[config.mk]
export PLATFORM = sky130hd
export DESIGN_NAME = counter_sequencer_flat
export DESIGN_NICKNAME = d
export VERILOG_FILES = /design/src/rtl/counter_ctrl_pkg.sv /design/src/rtl/counter_sequencer_if.sv /design/src/rtl/steps_down_counter.sv /design/src/rtl/counter_sequencer.sv /design/src/flat_wrapper.sv
export SDC_FILE = /design/constraint.sdc
export NUM_CORES = 1
export LEC_CHECK = 0
export CAP_MARGIN = 20
export CORE_MARGIN = 2
export CORE_UTILIZATION = 50
export DETAILED_ROUTE_END_ITERATION = 6
export PLACE_DENSITY = 0.85
export SYNTH_ARGS = -nofsm -noshare
export SYNTH_HDL_FRONTEND = slang
export SYNTH_SLANG_ARGS = --single-unit
[constraint.sdc]
create_clock -name i_clk -period 5.6 [get_ports i_clk]
set_input_delay 1.4 -clock i_clk [delete_from_list [all_inputs] [get_ports i_clk]]
set_output_delay 1.4 -clock i_clk [all_outputs]
set_load 0.05 [all_outputs]
[src/rtl/counter_ctrl_pkg.sv]
// Shared definitions for the cascaded mode counter and its sequencer.
// Holds the counter MODO encodings, the sequencer state encoding and
// the default data and step-count widths.
package counter_ctrl_pkg;

  localparam int unsigned DefWidth = 16;
  localparam int unsigned DefStepW = 8;

  localparam logic [1:0] MODO_UP    = 2'b00;
  localparam logic [1:0] MODO_DOWN  = 2'b01;
  localparam logic [1:0] MODO_DOWN3 = 2'b10;
  localparam logic [1:0] MODO_LOAD  = 2'b11;

  typedef enum logic [1:0] {
    StIdle,
    StLoad,
    StRun,
    StFin
  } state_e;

endpackage

[src/rtl/counter_sequencer_if.sv]
// Command handshake, counter drive/observe bus and completion status
// between the requester, the sequencer and the counter.
//   cmd_*        : command fields and valid/ready handshake
//   enb/modo/d   : counter controls driven by the sequencer
//   q/rco        : counter outputs observed by the sequencer
//   busy/done/result/rco_hit : sequencer status
// modport slave is the sequencer's view; modport master is the environment's view.
interface counter_sequencer_if #(
  parameter int unsigned WIDTH  = counter_ctrl_pkg::DefWidth,
  parameter int unsigned STEP_W = counter_ctrl_pkg::DefStepW
);
  logic              cmd_valid;
  logic              cmd_ready;
  logic [1:0]        cmd_modo;
  logic [WIDTH-1:0]  cmd_start;
  logic [STEP_W-1:0] cmd_steps;
  logic              cmd_stop_rco;
  logic              enb;
  logic [1:0]        modo;
  logic [WIDTH-1:0]  d;
  logic [WIDTH-1:0]  q;
  logic              rco;
  logic              busy;
  logic              done;
  logic [WIDTH-1:0]  result;
  logic              rco_hit;

  modport slave (
    input  cmd_valid, cmd_modo, cmd_start, cmd_steps, cmd_stop_rco, q, rco,
    output cmd_ready, enb, modo, d, busy, done, result, rco_hit
  );

  modport master (
    output cmd_valid, cmd_modo, cmd_start, cmd_steps, cmd_stop_rco, q, rco,
    input  cmd_ready, enb, modo, d, busy, done, result, rco_hit
  );
endinterface

[src/rtl/steps_down_counter.sv]
// Loadable down counter tracking remaining RUN steps.
//   i_clk, i_rst_n : clock, async active-low reset
//   i_load/i_value : load remaining count (has priority over i_dec)
//   i_dec          : decrement by one; saturates at zero
//   o_last         : remaining count equals one
module steps_down_counter #(
  parameter int unsigned STEP_W = 8
) (
  input  logic              i_clk,
  input  logic              i_rst_n,
  input  logic              i_load,
  input  logic [STEP_W-1:0] i_value,
  input  logic              i_dec,
  output logic              o_last
);

  logic [STEP_W-1:0] r_count;

  always_ff @(posedge i_clk or negedge i_rst_n) begin
    if (!i_rst_n) begin
      r_count <= '0;
    end else if (i_load) begin
      r_count <= i_value;
    end else if (i_dec && (r_count != '0)) begin
      r_count <= r_count - {{(STEP_W-1){1'b0}}, 1'b1};
    end
  end

  assign o_last = (r_count == {{(STEP_W-1){1'b0}}, 1'b1});

endmodule

[src/rtl/counter_sequencer.sv]
// Sequences the cascaded mode counter: parallel load of a start value, then
// N counting clocks in the requested mode, optional early stop on RCO, and
// capture of the final count.
//   i_clk, i_rst_n : clock, async active-low reset
//   bus (slave)    : command handshake, counter controls, status
module counter_sequencer
  import counter_ctrl_pkg::*;
#(
  parameter int unsigned WIDTH  = DefWidth,
  parameter int unsigned STEP_W = DefStepW
) (
  input logic                 i_clk,
  input logic                 i_rst_n,
  counter_sequencer_if.slave  bus
);

  state_e            r_state;
  logic              r_enb;
  logic [1:0]        r_modo;
  logic [WIDTH-1:0]  r_d;
  logic              r_done;
  logic [WIDTH-1:0]  r_result;
  logic              r_rco_hit;
  logic [1:0]        r_mode;
  logic [STEP_W-1:0] r_steps;
  logic              r_stop_rco;

  logic w_accept;
  logic w_last;

  assign w_accept = bus.cmd_valid && (r_state == StIdle);

  // Remaining-steps counter is loaded on the LOAD->RUN edge and ticks on every RUN edge.
  steps_down_counter #(
    .STEP_W (STEP_W)
  ) u_steps (
    .i_clk   (i_clk),
    .i_rst_n (i_rst_n),
    .i_load  (r_state == StLoad),
    .i_value (r_steps),
    .i_dec   (r_state == StRun),
    .o_last  (w_last)
  );

  always_ff @(posedge i_clk or negedge i_rst_n) begin
    if (!i_rst_n) begin
      r_state    <= StIdle;
      r_enb      <= 1'b0;
      r_modo     <= MODO_UP;
      r_d        <= '0;
      r_done     <= 1'b0;
      r_result   <= '0;
      r_rco_hit  <= 1'b0;
      r_mode     <= MODO_UP;
      r_steps    <= '0;
      r_stop_rco <= 1'b0;
    end else begin
      r_done <= 1'b0;
      case (r_state)
        StIdle: begin
          if (w_accept) begin
            r_mode     <= bus.cmd_modo;
            r_steps    <= bus.cmd_steps;
            r_stop_rco <= bus.cmd_stop_rco;
            r_rco_hit  <= 1'b0;
            r_enb      <= 1'b1;
            r_modo     <= MODO_LOAD;
            r_d        <= bus.cmd_start;
            r_state    <= StLoad;
          end
        end
        StLoad: begin
          r_d <= '0;
          if ((r_steps != '0) && (r_mode != MODO_LOAD)) begin
            r_modo  <= r_mode;
            r_state <= StRun;
          end else begin
            r_enb   <= 1'b0;
            r_modo  <= MODO_UP;
            r_state <= StFin;
          end
        end
        StRun: begin
          if (bus.rco) begin
            r_rco_hit <= 1'b1;
          end
          // This edge still counts, so an RCO abort lands one step past the wrap.
          if (w_last || (r_stop_rco && bus.rco)) begin
            r_enb   <= 1'b0;
            r_modo  <= MODO_UP;
            r_state <= StFin;
          end
        end
        StFin: begin
          r_result <= bus.q;
          r_done   <= 1'b1;
          r_state  <= StIdle;
        end
        default: r_state <= StIdle;
      endcase
    end
  end

  assign bus.cmd_ready = (r_state == StIdle);
  assign bus.busy      = (r_state != StIdle);
  assign bus.enb       = r_enb;
  assign bus.modo      = r_modo;
  assign bus.d         = r_d;
  assign bus.done      = r_done;
  assign bus.result    = r_result;
  assign bus.rco_hit   = r_rco_hit;

endmodule

[src/flat_wrapper.sv]
// flat-port wrapper written by rule: the top's interface ports become plain ports
module counter_sequencer_flat import counter_ctrl_pkg::*;
#(
  parameter int unsigned WIDTH  = DefWidth,
  parameter int unsigned STEP_W = DefStepW
)
  (i_clk, i_rst_n, bus_cmd_valid, bus_cmd_modo, bus_cmd_start, bus_cmd_steps, bus_cmd_stop_rco, bus_q, bus_rco, bus_cmd_ready, bus_enb, bus_modo, bus_d, bus_busy, bus_done, bus_result, bus_rco_hit);
  counter_sequencer_if #(.WIDTH(WIDTH), .STEP_W(STEP_W)) bus_i ();
  input logic i_clk;
  input logic i_rst_n;
  input wire logic [$bits(bus_i.cmd_valid)-1:0] bus_cmd_valid;
  input wire logic [$bits(bus_i.cmd_modo)-1:0] bus_cmd_modo;
  input wire logic [$bits(bus_i.cmd_start)-1:0] bus_cmd_start;
  input wire logic [$bits(bus_i.cmd_steps)-1:0] bus_cmd_steps;
  input wire logic [$bits(bus_i.cmd_stop_rco)-1:0] bus_cmd_stop_rco;
  input wire logic [$bits(bus_i.q)-1:0] bus_q;
  input wire logic [$bits(bus_i.rco)-1:0] bus_rco;
  output wire logic [$bits(bus_i.cmd_ready)-1:0] bus_cmd_ready;
  output wire logic [$bits(bus_i.enb)-1:0] bus_enb;
  output wire logic [$bits(bus_i.modo)-1:0] bus_modo;
  output wire logic [$bits(bus_i.d)-1:0] bus_d;
  output wire logic [$bits(bus_i.busy)-1:0] bus_busy;
  output wire logic [$bits(bus_i.done)-1:0] bus_done;
  output wire logic [$bits(bus_i.result)-1:0] bus_result;
  output wire logic [$bits(bus_i.rco_hit)-1:0] bus_rco_hit;
  assign bus_i.cmd_valid = bus_cmd_valid;
  assign bus_i.cmd_modo = bus_cmd_modo;
  assign bus_i.cmd_start = bus_cmd_start;
  assign bus_i.cmd_steps = bus_cmd_steps;
  assign bus_i.cmd_stop_rco = bus_cmd_stop_rco;
  assign bus_i.q = bus_q;
  assign bus_i.rco = bus_rco;
  assign bus_cmd_ready = bus_i.cmd_ready;
  assign bus_enb = bus_i.enb;
  assign bus_modo = bus_i.modo;
  assign bus_d = bus_i.d;
  assign bus_busy = bus_i.busy;
  assign bus_done = bus_i.done;
  assign bus_result = bus_i.result;
  assign bus_rco_hit = bus_i.rco_hit;
  counter_sequencer #(.WIDTH(WIDTH), .STEP_W(STEP_W)) u_core (.i_clk(i_clk), .i_rst_n(i_rst_n), .bus(bus_i));
endmodule
==> results.toml, run 1 <==
[clock_tree]
cts_resized = 0
cts_hold_buf = 0
clockRootBuffer = "clkbuf_8"
htree_levels = 3
cts_setup_buffers = 0
cts_buffers = 9
clock_latency_ns = 0.33
clock_sinks = 58
cts_tree = "yes"
clkTransAtPathRegs_ns = 0.07
clk_path_buf_depth = 2

[flow_run]
maxCapViolations = 0

[placed_design]
dp.cells = 386
dpl.hpwl_um = 4370
gp_congestion = 0.807
numPortBuffers = 85

[detailed_routing]
antenna_left = 0
dr.pass1.iters = 4
wirelength_um = 6360
num_vias = 2183
drt-initial-drc-count = 133
wire_per_inst_um = 15.8
drc = 0
viasPerCell = 5.42

[global_route]
grt_overflow = 0
first_global_vias = 2290
grt_pass1_wl_um = 10800
antenna_found_initial = 0
grt_max_degree = 59
grt_util_all_layers_pct = 22.8

[floorplan]
row_count = 26
core_area_mm2 = 0.00517
ios = 86
die_w_um = 77.9
start_util_pct = 52.7
dieArea_mm2 = 0.00606
chipHeight_um = 77.9

[power]
power_density_mw_per_mm2 = 695
p_sw_share_pct = 44.6
p_comb_share_pct = 52.9
switchingPower_mw = 1.20
vdd_drop_max_v = 0.000407
p_clk_share_pct = 17.9
pwr-share-seq_pct = 29.3
p_leak_nw = 1.65
p_int_mw = 1.49
power_mw = 2.69

[finish]
drive_gt1_share_pct = 15.9
fin_nets = 382
area_growth_pct = 41.9
final_core_util_pct = 74.8
final_cells = 403
fillers = 346
antenna_cells = 0

[min_path]
hp-class = "reg -> reg"

[worst_setup_path]
critPathCaptureType = "primary output"
critPathLaunchType = "register"
critPathMaxFanout = 23
cp.arrival_ns = 2.89
required_ns = 4.20
setup.worst_path.class = "reg -> out"

[synth]
synth_seq_area_share_pct = 53.2
synth_nets = 297
ys_async_sr_fraction_pct = 100
syn_inst = 243
ys_ff_latch = 58
synth_warnings = 0
synth_edf_count = 0
synthesis.area_mm2 = 0.00273
syn_area_per_cell_um2 = 11.2
netlist-cell-type-count = 39
synth_flop_cell = "dfrtp_1"

[timing]
rsz0062_at_grt = "no"
setup_tns_ns = 0
fmax_ghz = 0.233
hold_viol = 0
timing.slew.headroom_pct = 35.9
maxSlewViolCount = 0
fin_hold_ws_ns = 0.507
fin_crit_ns = 4.29
fin_crit_sh_pct = 76.6
setup_viol = 0
worst_pin_slew_ns = 0.962
skew_ns = 0.00724

[status]
status = "finished, final reports clean"
## per-stage QoR
step / setup slack (ns) / instance area, µm²
final: 1.31 / 3870
after CTS: 1.35 / 3860
after floorplan: 2.31 / 2730
after global placement: 1.85 / 3610
after detailed placement: 1.70 / 3610
after global routing: 1.09 / 3870
## kinds of logic (layout without fill, tap and decap cells)
group                    count (synthesis)  in the layout  share of synthesized area [%]
AO/OA/AOI/OAI                           57             57                           13.2
XOR/XNOR                                 4              4                           1.28
adder cells (fa/ha/maj)                  7              7                           3.21
buffers and inverters                   21            111                           3.17
flip-flops                              58             58                           53.2
multiplexers                            34             34                           14.0
AND/OR/NAND/NOR                         62             62                           11.9
## worst max-delay path, stage by stage, from the launching register on
cell,delay [ns]
dfrtp_1,0.43
inv_1,0.12
ha_1,0.56
clkinv_1,0.59
clkdlybuf4s50_1,0.85
## layout by cell type (no fill, tap or decap), types with 3 or more instances in the layout
cell and count:
xnor2_1 3, bufinv_16 3, inv_1 7, a21oi_1 20
nand2_1 26, mux2i_1 3, o21ai_1 4, clkdlybuf4s50_1 84
dfrtp_1 58, ha_1 7, o21ai_0 20, clkbuf_8 11
and3_1 16, nor2_1 6, mux2_2 28
## synthesized netlist by cell type, drive strengths merged, types with 2 or more instances
cell | number | area (µm²)
nand2b | 2 | 12.5
o21ai | 24 | 120
dfrtp | 58 | 1450
inv | 7 | 26.3
mux2 | 31 | 353
o2111ai | 2 | 17.5
buf | 2 | 15.0
mux2i | 3 | 30.0
a21oi | 20 | 100
ha | 7 | 87.6
clkbuf | 11 | 41.3
nand2 | 26 | 97.6
nor3 | 2 | 10.0
nor2 | 6 | 22.5
xnor2 | 3 | 26.3
nor3b | 2 | 15.0
and3 | 16 | 100
or4 | 3 | 26.3
o211ai | 2 | 28.8
o311ai | 4 | 42.6
or4b | 2 | 20.0
## power by group through the flow
| stage | combinational (mW) | sequential, mW | clock, mW |
|---|---|---|---|
| after global routing | 1.52 | 0.813 | 0.508 |
| after detailed placement | 1.42 | 0.785 | 0 |
| final | 1.42 | 0.788 | 0.480 |
| after global placement | 1.38 | 0.770 | 0 |
| after floorplan | 0.580 | 1.18 | 0 |
| after CTS | 1.42 | 0.784 | 0.485 |
## final timing paths
| kind | start | endpoint | slack (ns) | depth (start not counted) |
|---|---|---|---|---|
| worst max-delay path | u_core.r_state[0] | bus_busy | 1.31 | 4 |
| worst min-delay path | u_core.bus.result[10] | u_core.bus.result[10] | 0.51 | 1 |
| worst max register to register | u_core.r_state[0] | u_core.bus.modo[1] | 3.01 | 7 |
| worst min register to register | u_core.bus.result[10] | u_core.bus.result[10] | 0.51 | 1 |
| max in group asynchronous | i_rst_n | u_core.bus.d[2] | 3.90 | 2 |
| min in group asynchronous | i_rst_n | u_core.bus.enb | 1.20 | 2 |
## layer usage
layer,track usage (%),vias to the layer above,share of wire [%]
met1,28.7,1044,43
met4,10.2,0,1.6
met3,7.67,8,7.7
li1,-,1037,-
met5,0,-,0
met2,35.8,94,48
## layout make-up
type / instances / area [µm²] / area share, %
Sequential cell: 58 / 1450 / 37.5
Multi-Input combinational cell: 164 / 1190 / 30.7
Timing Repair Buffer: 87 / 861 / 22.2
Clock buffer: 11 / 151 / 3.91
Clock inverter: 5 / 100 / 2.59
Tap cell: 70 / 87.6 / 2.26
Inverter: 8 / 30.0 / 0.776
## registers in the layout, summed over array words and instances (netlist names)
name,cells
u_core.bus.d,16
u_core.bus.result,16
u_core.r_steps,8
u_core.u_steps.r_count,8
u_core.bus.modo,2
u_core.r_mode,2
u_core.r_state,2
u_core.bus.done,1
u_core.bus.enb,1
u_core.bus.rco_hit,1
u_core.r_stop_rco,1
Power figures use the tool's default switching activity.
==> run 2: changes to the inputs <==
--- a/config.mk
+++ b/config.mk
@@ -7,9 +7,9 @@
 export LEC_CHECK = 0
 export CAP_MARGIN = 20
 export CORE_MARGIN = 2
-export CORE_UTILIZATION = 50
+export CORE_UTILIZATION = 46
 export DETAILED_ROUTE_END_ITERATION = 6
-export PLACE_DENSITY = 0.85
+export PLACE_DENSITY = 0.79
 export SYNTH_ARGS = -nofsm -noshare
 export SYNTH_HDL_FRONTEND = slang
 export SYNTH_SLANG_ARGS = --single-unit
==> constraint.sdc (replaced) <==
create_clock -name i_clk -period 4.4 [get_ports i_clk]
set_input_delay 1.1 -clock i_clk [delete_from_list [all_inputs] [get_ports i_clk]]
set_output_delay 1.1 -clock i_clk [all_outputs]
set_load 0.05 [all_outputs]
==> results.toml, run 2 (synthesis results as in run 1) <==
[status]
status = "finished, final reports clean"

[detailed_routing]
drt-initial-drc-count = 103
wire_per_inst_um = 14.6
viasPerCell = 5.32
num_vias = 2176
antenna_left = 0
dr.pass1.iters = 4
wirelength_um = 5980
drc = 0

[placed_design]
gp_congestion = 0.840
dpl.hpwl_um = 4300
numPortBuffers = 85
dp.cells = 392

[global_route]
grt_util_all_layers_pct = 19.4
grt_overflow = 0
grt_pass1_wl_um = 9490
first_global_vias = 2097
grt_max_degree = 42
antenna_found_initial = 0

[finish]
area_growth_pct = 39.2
final_cells = 409
layout.cells.most_common = "clkdlybuf4s50_1"
antenna_cells = 0
drive_gt1_share_pct = 15.3
layout_common_cells = "84 x clkdlybuf4s50_1, 58 x dfrtp_1, 28 x mux2_2, 26 x nand2_1"
fin_nets = 383

[worst_setup_path]
cp_top_family = "buffers and inverters"
crit_path_top_delay_cell = "clkdlybuf4s50_1"
crit_start = "u_core.r_state[0]"
cp.arrival_ns = 2.53
reg2regPathDepth = 5
rr_startpoint = "u_core.r_state[1]"
rrSetupSlack_ns = 2.13
critPathMaxFanout = 23
r2r-end = "u_core.bus.enb"
required_ns = 3.30
setup.worst_path.class = "reg -> out"
cp_num_buf_inv = 4
critPathCaptureType = "primary output"
worstPathCellList = "inv_1, ha_1, buf_4, clkinv_1, clkdlybuf4s50_1"
critPathLaunchType = "register"
slowest_delay_ns = 0.84

[floorplan]
ios = 86
dieArea_mm2 = 0.00656
row_count = 28
start_util_pct = 46.9
chipHeight_um = 81.0
die_w_um = 81.0
core_area_mm2 = 0.00582

[power]
vdd_drop_max_v = 0.000458
power_density_mw_per_mm2 = 843
power_mw = 3.20
p_leak_nw = 1.61

[min_path]
min_path_cells = 1
hold-path-endpoint = "u_core.bus.modo[0]"
hp-class = "reg -> reg"
min_from = "u_core.bus.modo[0]"

[flow_run]
maxCapViolations = 0

[timing]
timing.slew.headroom_pct = 34.7
maxSlewViolCount = 0
rsz0062_at_grt = "no"
fin_crit_ns = 3.63
setup_viol = 0
setup_tns_ns = 0
hold_viol = 0
worst_pin_slew_ns = 0.980
fmax_ghz = 0.275
skew_ns = 0.00434
fin_crit_sh_pct = 82.5

[clock_tree]
cts_hold_buf = 0
clk_path_buf_depth = 2
cts_resized = 0
cts_buffers = 9
cts_tree = "yes"
clock_latency_ns = 0.32
clkTransAtPathRegs_ns = 0.06
cts_setup_buffers = 0
clock_sinks = 58
htree_levels = 3
clockRootBuffer = "clkbuf_8"
run 2: cell count changes in the layout (fill, tap and decap cells not counted), sizes merged:
cell and delta:
bufinv -3, clkinv +1, clkbuf +2, buf +1
run 2: worst max-delay path by stage:
stage / end / slack, ns / depth (start not counted)
finish: bus_busy / 0.77 / 5
global route: bus_busy / 0.64 / 5
CTS: bus_busy / 0.78 / 5
detailed placement: u_core.bus.modo[1] / 0.90 / 5
global placement: u_core.bus.modo[1] / 0.98 / 5
floorplan: bus_busy / 1.41 / 5
run 2: metrics by stage:
stage	setup slack (ns)	hold slack, ns	instance area [µm²]	utilization, %
after floorplan	1.41	0.463	2730	-
after global placement	0.978	0.489	3630	62.3
after detailed placement	0.904	0.484	3630	62.3
after CTS	0.777	0.505	3790	65.2
after global routing	0.643	0.521	3800	65.3
final	0.770	0.501	3800	65.3
run 2: power breakdown:
| part | internal [mW] | switching [mW] | total [mW] |
|---|---|---|---|
| clock network | 0.217 | 0.189 | 0.406 |
| registers | 0.798 | 0.190 | 0.988 |
| logic | 0.696 | 1.11 | 1.81 |
run 2: routing by layer:
metal	part of all wire (%)	GRT usage, %
met3	6.7	5.11
met2	46	29.8
met5	0	0
met4	2.7	11.7
met1	44	24.5
run 2: worst register-to-register path: stages, from the launching register on:
cell      delay [ns]
dfrtp_1         0.41
inv_1           0.11
ha_1            0.81
inv_1           0.36
o211ai_1        0.30
mux2i_1         0.21
run 2: cell type report:
class	instances	area, µm²
flip-flops and latches	58	1450
clock buffers	13	149
fillers	474	2020
inverters	8	30.0
repair buffers	88	868
clock inverters	3	15.0
multi-input cells	164	1190
well taps	75	93.8
==> run 3: changes to the inputs <==
==> constraint.sdc (replaced) <==
create_clock -name i_clk -period 3.6 [get_ports i_clk]
set_input_delay 0.9 -clock i_clk [delete_from_list [all_inputs] [get_ports i_clk]]
set_output_delay 0.9 -clock i_clk [all_outputs]
set_load 0.05 [all_outputs]
==> results.toml, run 3 (synthesis results as in run 1) <==
[clock_tree]
clk_path_buf_depth = 2
clockRootBuffer = "clkbuf_8"
cts_tree = "yes"
clock_sinks = 58
cts_resized = 0
clock_latency_ns = 0.33
htree_levels = 3
cts_hold_buf = 0
cts_buffers = 9
clkTransAtPathRegs_ns = 0.07
cts_setup_buffers = 0

[finish]
fin_nets = 385
fin_area_mm2 = 0.00387
fillers = 459
antenna_cells = 0
area_growth_pct = 41.7
drive_gt1_share_pct = 16.7
layout.cells.most_common = "clkdlybuf4s50_1"
layout_common_cells = "84 x clkdlybuf4s50_1, 58 x dfrtp_1, 28 x mux2_2, 26 x nand2_1"

[power]
power_density_mw_per_mm2 = 1060
vdd_drop_max_v = 0.000730
power_mw = 4.09
p_leak_nw = 1.65

[timing]
timing.slew.headroom_pct = 33.0
hold_viol = 0
setup_tns_ns = 0
fin_crit_sh_pct = 85.9
fmax_ghz = 0.323
fin_crit_ns = 3.09
skew_ns = 0.00639
worst_pin_slew_ns = 1.01
setup_viol = 0
maxSlewViolCount = 0
rsz0062_at_grt = "no"

[worst_setup_path]
setup.worst_path.class = "reg -> out"
critPathCaptureType = "primary output"
critPathLaunchType = "register"
cp.arrival_ns = 2.19
required_ns = 2.70
critPathMaxFanout = 14

[floorplan]
start_util_pct = 46.9
core_area_mm2 = 0.00582
ios = 86
chipHeight_um = 81.0
row_count = 28
dieArea_mm2 = 0.00656
die_w_um = 81.0

[min_path]
hp-class = "reg -> reg"

[global_route]
first_global_vias = 2213
grt_pass1_wl_um = 10100
grt_util_all_layers_pct = 20.8
grt_overflow = 0
antenna_found_initial = 0
grt_max_degree = 37

[detailed_routing]
dr.pass1.iters = 4
wire_per_inst_um = 15.1
wirelength_um = 6210
num_vias = 2160
antenna_left = 0
drc = 0
drt-initial-drc-count = 117
viasPerCell = 5.26

[status]
status = "finished, final reports clean"

[placed_design]
gp_congestion = 0.824
numPortBuffers = 85
placedInstanceArea_mm2 = 0.00364
dpl.hpwl_um = 4500

[flow_run]
maxCapViolations = 0
## run 3: cell count changes in the layout (fill, tap and decap cells not counted)
cell / previous run / this run
bufinv_16: 0 / 2
clkinv_2: 3 / 4
clkbuf_1: 3 / 0
buf_4: 3 / 5
## run 3: layer usage
| metal | GRT usage, % | wire [µm] |
|---|---|---|
| met1 | 25.0 | 2540 |
| met2 | 34.3 | 3100 |
| met3 | 7.22 | 452 |
| met4 | 8.14 | 108 |
| met5 | 0 | 0 |
## run 3: worst max-delay path, cell delays in order (launching register included)
cell	delay, ns
dfrtp_1	0.42
inv_1	0.13
ha_1	0.41
clkdlybuf4s50_1	0.90
## run 3: final cells by class
cell class / instances / area, µm² / share of cell area (%)
flip-flops and latches: 58 / 1450 / 37.5
multi-input cells: 164 / 1190 / 30.8
clock buffers: 10 / 138 / 3.56
inverters: 8 / 30.0 / 0.777
clock inverters: 6 / 80.1 / 2.07
well taps: 75 / 93.8 / 2.43
repair buffers: 90 / 883 / 22.8
## run 3: worst paths after layout
| kind | endpoint | depth (start not counted) | startpoint | slack (ns) |
|---|---|---|---|---|
| worst max-delay path | bus_cmd_ready | 3 | u_core.r_state[1] | 0.51 |
| worst min-delay path | u_core.u_steps.r_count[7] | 2 | u_core.r_steps[7] | 0.50 |
| worst min register to register | u_core.u_steps.r_count[7] | 2 | u_core.r_steps[7] | 0.50 |
| worst max register to register | u_core.bus.modo[0] | 8 | u_core.r_state[1] | 1.27 |
| min in group asynchronous | u_core.r_steps[4] | 1 | i_rst_n | 0.65 |
| max in group asynchronous | u_core.r_steps[7] | 2 | i_rst_n | 2.14 |
## run 3: stage by stage
stage / std cells / utilization (%) / hold WS, ns / worst slack [ns]
6_report: 411 / 66.5 / 0.502 / 0.508
5_1_grt: 411 / 66.5 / 0.520 / 0.364
4_1_cts: 410 / 66.4 / 0.503 / 0.522
3_5_place_dp: 394 / 62.6 / 0.488 / 0.685
3_3_place_gp: 394 / 62.6 / 0.487 / 0.704
2_1_floorplan: 243 / - / 0.463 / 0.810
## run 3: power by group
part | internal [mW] | switching (mW) | leakage [nW]
Clock | 0.403 | 0.252 | 0.116
Sequential | 0.975 | 0.227 | 0.712
Combinational | 0.863 | 1.37 | 0.822
Total | 2.24 | 1.85 | 1.65
